## src/rtl/lca_pkg.sv

```systemverilog
// Shared defaults and sizing helpers for the latency credit adapter.
package lca_pkg;
  localparam int DEF_WIDTH   = 32;
  localparam int DEF_LATENCY = 4;
  localparam int DEF_DEPTH   = 6;

  // Bits needed to hold a count in 0..depth inclusive.
  function automatic int credit_w(input int depth);
    return $clog2(depth + 1);
  endfunction
endpackage

```

## src/rtl/lca_fifo.sv

```systemverilog
// Synchronous result FIFO with registered pointers that wrap modulo DEPTH.
module lca_fifo
  import lca_pkg::*;
#(
  parameter int WIDTH = DEF_WIDTH,
  parameter int DEPTH = DEF_DEPTH,
  localparam int CW = credit_w(DEPTH)
) (
  input  logic             clock,
  input  logic             reset,
  input  logic             wr_en,
  input  logic [WIDTH-1:0] wr_data,
  input  logic             rd_en,
  output logic [WIDTH-1:0] rd_data,
  output logic [CW-1:0]    count
);
  localparam int PW = (DEPTH > 1) ? $clog2(DEPTH) : 1;

  logic [WIDTH-1:0] mem [DEPTH];
  logic [PW-1:0]    wr_ptr, rd_ptr;
  logic             do_wr, do_rd;

  function automatic logic [PW-1:0] bump(input logic [PW-1:0] p);
    return (p == PW'(DEPTH - 1)) ? '0 : p + PW'(1);
  endfunction

  assign do_rd   = rd_en && (count != '0);
  // A write into a full FIFO is only legal when the head leaves in the same cycle.
  assign do_wr   = wr_en && ((count != CW'(DEPTH)) || do_rd);
  assign rd_data = mem[rd_ptr];

  always_ff @(posedge clock) begin
    if (reset) begin
      wr_ptr <= '0;
      rd_ptr <= '0;
      count  <= '0;
    end else begin
      if (do_wr) wr_ptr <= bump(wr_ptr);
      if (do_rd) rd_ptr <= bump(rd_ptr);
      case ({do_wr, do_rd})
        2'b10:   count <= count + CW'(1);
        2'b01:   count <= count - CW'(1);
        default: count <= count;
      endcase
    end
  end

  always_ff @(posedge clock) begin
    if (do_wr && !reset) mem[wr_ptr] <= wr_data;
  end
endmodule

```

## src/rtl/latency_credit_adapter.sv

```systemverilog
// Credit-based valid/ready wrapper around a fixed-latency no-stall pipe.
// Define LATENCY_CREDIT_ADAPTER_PERF_EN to add the perf_stall_cnt output.
module latency_credit_adapter
  import lca_pkg::*;
#(
  parameter int WIDTH   = DEF_WIDTH,
  parameter int LATENCY = DEF_LATENCY,
  parameter int DEPTH   = DEF_DEPTH
) (
  input  logic             clock,
  input  logic             reset,
  input  logic             in_valid,
  output logic             in_ready,
  input  logic [WIDTH-1:0] in_a,
  input  logic [WIDTH-1:0] in_b,
  output logic [WIDTH-1:0] pipe_in1,
  output logic [WIDTH-1:0] pipe_in2,
  input  logic [WIDTH-1:0] pipe_out,
  output logic             out_valid,
  input  logic             out_ready,
  output logic [WIDTH-1:0] out_data
`ifdef LATENCY_CREDIT_ADAPTER_PERF_EN
  ,
  output logic [31:0]      perf_stall_cnt
`endif
);
  localparam int CW = credit_w(DEPTH);

  logic [CW-1:0]    credits;
  logic [CW-1:0]    fifo_count;
  logic [LATENCY:1] vld_pipe;
  logic             issue, pop;

  assign pipe_in1  = in_a;
  assign pipe_in2  = in_b;
  // Credits cover both in-flight tags and stored results, so the FIFO cannot overflow.
  assign in_ready  = (credits != '0);
  assign issue     = in_valid && in_ready && !reset;
  assign out_valid = (fifo_count != '0);
  assign pop       = out_valid && out_ready;

  always_ff @(posedge clock) begin
    if (reset) begin
      vld_pipe <= '0;
      credits  <= CW'(DEPTH);
    end else begin
      vld_pipe <= {vld_pipe[LATENCY-1:1], issue};
      case ({issue, pop})
        2'b10:   credits <= credits - CW'(1);
        2'b01:   credits <= credits + CW'(1);
        default: credits <= credits;
      endcase
    end
  end

  lca_fifo #(.WIDTH(WIDTH), .DEPTH(DEPTH)) u_fifo (
    .clock   (clock),
    .reset   (reset),
    .wr_en   (vld_pipe[LATENCY]),
    .wr_data (pipe_out),
    .rd_en   (pop),
    .rd_data (out_data),
    .count   (fifo_count)
  );

`ifdef LATENCY_CREDIT_ADAPTER_PERF_EN
  always_ff @(posedge clock) begin
    if (reset)
      perf_stall_cnt <= '0;
    else if (in_valid && !in_ready && (perf_stall_cnt != 32'hFFFF_FFFF))
      perf_stall_cnt <= perf_stall_cnt + 32'd1;
  end
`endif
endmodule

```

## config.mk

```make
export PLATFORM = sky130hd
export DESIGN_NAME = latency_credit_adapter
export DESIGN_NICKNAME = d
export VERILOG_FILES = /design/src/rtl/lca_pkg.sv /design/src/rtl/lca_fifo.sv /design/src/rtl/latency_credit_adapter.sv
export SDC_FILE = /design/constraint.sdc
export NUM_CORES = 1
export LEC_CHECK = 0
export ABC_AREA = 1
export CORE_MARGIN = 2
export CORE_UTILIZATION = 54
export CTS_BUF_LIST = sky130_fd_sc_hd__clkbuf_8 sky130_fd_sc_hd__clkbuf_16
export DETAILED_ROUTE_END_ITERATION = 10
export PLACE_DENSITY = 0.92
export SETUP_SLACK_MARGIN = 0.4
export SKIP_CTS_REPAIR_TIMING = 1
export SLEW_MARGIN = 20
export SYNTH_ARGS = -nofsm -noshare
export SYNTH_HDL_FRONTEND = slang
export SYNTH_SLANG_ARGS = --single-unit
```

## constraint.sdc

```tcl
create_clock -name clock -period 6.1 [get_ports clock]
set_input_delay 0.61 -clock clock [delete_from_list [all_inputs] [get_ports clock]]
set_output_delay 0.61 -clock clock [all_outputs]
set_load 0.01 [all_outputs]
```

==> results_tabular.tex <==
\begin{tabular}{lr}
\hline
Metric & Value \\
\hline
\multicolumn{2}{l}{\textbf{Run status}} \\
Status & complete, no violations \\
\multicolumn{2}{l}{\textbf{Place}} \\
Gpl congestion & between 0.7 and 0.8 \\
DP Area & between 9000 and 10000 µm² \\
Pre-CTS worst setup slack & 2.80 ns \\
Detailed-placement wirelength estimate & 11.0 mm \\
Placed Instances & between 900 and 1k \\
Buffers added on ports & 69 \\
\multicolumn{2}{l}{\textbf{Timing}} \\
Worst hold margin & just over 0.4 ns \\
Setup repair after global routing missed its margin & false \\
Fin. Hold Viols & 0 \\
Headroom to the max-slew limit & 29.2\% \\
Tmin final & 3.40 ns \\
Setup tns final & 0 ns \\
Final-report max-slew violation count & 0 \\
Final worst path period share & approximately 56\% \\
Measured slew at the worst slew-check pin & approximately 1.1 ns \\
Setup slack of the critical path after layout & about 2.7 ns \\
Skew final & 0.00801 ns \\
Top achievable clock speed & 294 MHz \\
Final number of setup-violating endpoints & 0 \\
\multicolumn{2}{l}{\textbf{Yosys}} \\
Count of state elements after synthesis & approximately 210 \\
Share of synthesized flip-flops with an asynchronous set or reset & 0\% \\
Count of yosys warnings during synthesis & 0 \\
Area of the mapped netlist & between 8000 and 9000 µm² \\
Number of synthesized flops with an enable pin & 192 \\
Per-instance average area after synthesis & 11.9 µm² \\
Number of different library cells in the post-synthesis netlist & 22 \\
Sequential cell area fraction in the yosys report & around 70\% \\
Ys flop type & edfxtp\_1 \\
Syn nets & about 840 \\
Mapped Cells & roughly 730 \\
\multicolumn{2}{l}{\textbf{Worst setup path}} \\
Worst Path Required & around 5.5 ns \\
Type of the worst setup path & reg -> out \\
Arrival time at the worst endpoint & roughly 2.8 ns \\
Internal reg-to-reg setup slack & around 3.7 ns \\
Most prevalent standard cell on the critical path & nand3\_1 \\
Worst Setup End Kind & primary output \\
Reg-to-Reg End & u\_fifo.mem[2][24] \\
Top fanout value on the critical path & 96 \\
Worst reg2reg path depth & 7 \\
Sort of element at the start of the critical path & flip-flop \\
Worst r2r src & u\_fifo.count[1] \\
Critical-path top delay cell & buf\_4 \\
Delay of the slowest cell on the worst path & 0.74 ns \\
Critical path cell sequence & buf\_4 -> nand2\_1 -> nand3\_1 -> nand3\_1 -> o21ai\_1 -> clkdlybuf4s50\_1 \\
\multicolumn{2}{l}{\textbf{Detailed routing}} \\
Number of design-rule violations left by the first detailed-router iteration & $\sim$850 \\
Number of antenna-violating nets in the routed design & 0 \\
Routed length per instance & just over 20 µm \\
Uppermost routed layer & met4 \\
Detailed-routed wire length on met3 & approximately 1.6 mm \\
Routed vias & roughly 5.6k \\
Sum of routed wire segments on met1 & roughly 6.7 mm \\
Routed via count divided by cell count & 5.81 \\
Wire length on met2 & roughly 11 mm \\
Post-detailed-routing wire length & roughly 20 mm \\
DR DRC count & 0 \\
DRT Pass-1 Iters & 5 \\
\multicolumn{2}{l}{\textbf{Power and ir drop}} \\
Switching part of the total & $\sim$25\% \\
Sequential share of power & 48.5\% \\
Proportion of power drawn by combinational gates & 14.9\% \\
Power dissipated by switching net loads & slightly above 0.8 mW \\
Internal power consumption & around 2.5 mW \\
Cell area power density & approximately 340 nW/µm² \\
Share of total power in the clock network & around 37\% \\
Lkg Pwr & $\sim$3.4 nW \\
Total Power Consumption & 3.32 mW \\
Worst ir drop on vdd & around 0.00016 V \\
\multicolumn{2}{l}{\textbf{Cells and area}} \\
Final Instance Area & about 9800 µm² \\
Ratio of cells with drive above 1 in the final layout & 6.44\% \\
Final nets & 835 \\
Relative area change from synthesis to final layout & 12.1\% \\
Final instance count without filler cells & between 900 and 1k \\
Layout Utilization & between 60\% and 70\% \\
\multicolumn{2}{l}{\textbf{CTS}} \\
Clk sink count & approximately 210 \\
Clock-pin slew on the worst setup and hold paths & $\sim$0.070 ns \\
Inserted Clock Buffers & 20 \\
Later-pin clock latency in the skew report & approximately 0.49 ns \\
TritonCTS clock tree & built \\
H-tree levels & 1 \\
Clock root buffer & clkbuf\_16 \\
Max Root-Sink Buffers & 3 \\
\multicolumn{2}{l}{\textbf{Global routing}} \\
Wire length of the first global-routing pass & roughly 30 mm \\
Global router's overall resource usage & 22.3\% \\
Largest net degree at the start of global routing & a little under 100 \\
Number of global-route vias before repair & between 5k and 6k \\
Grt ovf & 0 \\
Initial antenna violation count & 1 \\
\multicolumn{2}{l}{\textbf{Floorplan}} \\
Area enclosed by the die boundary & $\sim$17000 µm² \\
Die width & 131 µm \\
Total core area & between 15000 and 20000 µm² \\
Starting utilization of the core area & around 55\% \\
Vert. Die Dim & around 130 µm \\
I/O pin count & between 150 and 200 \\
Number of rows created at floorplan & 46 \\
\multicolumn{2}{l}{\textbf{Worst hold path}} \\
Worst hold path class & reg -> reg \\
Worst hold path cell count & 2 \\
Worst Min Path Start & vld\_pipe[3] \\
Worst Hold Path EP & vld\_pipe[4] \\
\multicolumn{2}{l}{\textbf{Run}} \\
Number of max-cap violations & 0 \\
\hline
\end{tabular}
[registers in the layout, summed over array words and instances (netlist names), named ones only]
signal         flops
u_fifo.count       3
u_fifo.wr_ptr      3
credits            3
vld_pipe           4
u_fifo.rd_ptr      3
u_fifo.mem       192
[cells in the final DEF, fill, tap and decap left out]
cell type,instances
edfxtp_1,192
nand2_1,153
nand3_1,106
clkdlybuf4s50_1,69
nor2_1,47
o21ai_0,36
o21ai_1,32
inv_1,26
clkbuf_16,21
dfxtp_1,17
a21oi_1,5
nor2_4,4
clkinv_1,4
buf_4,4
nand4_1,3
clkinv_2,3
clkinvlp_4,3
inv_2,2
nor3_1,2
fa_1,2
ha_1,2
dfxtp_2,2
bufinv_16,2
buf_16,2
diode_2,1
inv_4,1
nor3_2,1
xor2_1,1
or2_2,1
clkinvlp_2,1
buf_12,1
[layout make-up]
type	count	area, µm²
sequential	211	6150
clock inverter	15	125
tap	216	270
inverter	27	104
fill	1066	6050
multi-input combinational	395	1810
timing repair buffer	76	796
antenna	1	2.50
clock buffer	21	526
[routing by layer]
| layer | vias to the layer above | track usage [%] |
|---|---|---|
| li1 | 2480 | - |
| met1 | 2658 | 24.6 |
| met2 | 355 | 40.7 |
| met3 | 94 | 3.82 |
| met4 | 0 | 12.6 |
| met5 | - | 0 |
[critical path: cells and delay by family, from the launching register on]
kind | cells | cell delay (ns)
AO/OA/AOI/OAI | 1 | 0.17
flip-flops | 1 | 0.36
AND/OR/NAND/NOR | 3 | 0.40
buffers and inverters | 2 | 1.35
[Yosys cell counts, drive strengths merged, types with 3 or more instances]
master  instances  area share [%]
nor2           51             2.2
dfxtp          19             4.4
inv            27             1.2
nor3            3            0.17
edfxtp        192              66
o21ai          68             3.9
nand2         153             6.6
nand4           3            0.22
a21oi           5            0.29
nand3         106             6.1
clkbuf          9            0.39
buf            90             7.7
[kinds of logic after synthesis]
logic type,synth area share (%)
and+or+nand+nor,15.3
AOI/OAI and AO/OA,4.19
DFF,70.4
xor gates and xnor gates,0.100
buffers and inverters,9.25
adders and majority gates,0.745
[power groups by stage]
stage | sequential (mW) | combinational (mW) | clock (mW)
floorplan | 1.64 | 0.346 | 0
global placement | 1.64 | 0.458 | 0
detailed placement | 1.64 | 0.482 | 0
CTS | 1.61 | 0.491 | 1.22
global route | 1.61 | 0.541 | 1.27
finish | 1.61 | 0.495 | 1.21
[how the worst max path moves through the flow]
stage	from	endpoint	cells past startpoint
6_report	flip-flop	out_data[20]	6
5_1_grt	flip-flop	out_data[20]	6
4_1_cts	flip-flop	out_data[20]	6
3_5_place_dp	reset	u_fifo.mem[0][28]	6
3_3_place_gp	flip-flop	out_data[21]	4
2_1_floorplan	out_ready	u_fifo.mem[4][0]	4
(Power assumes the default switching activity.)
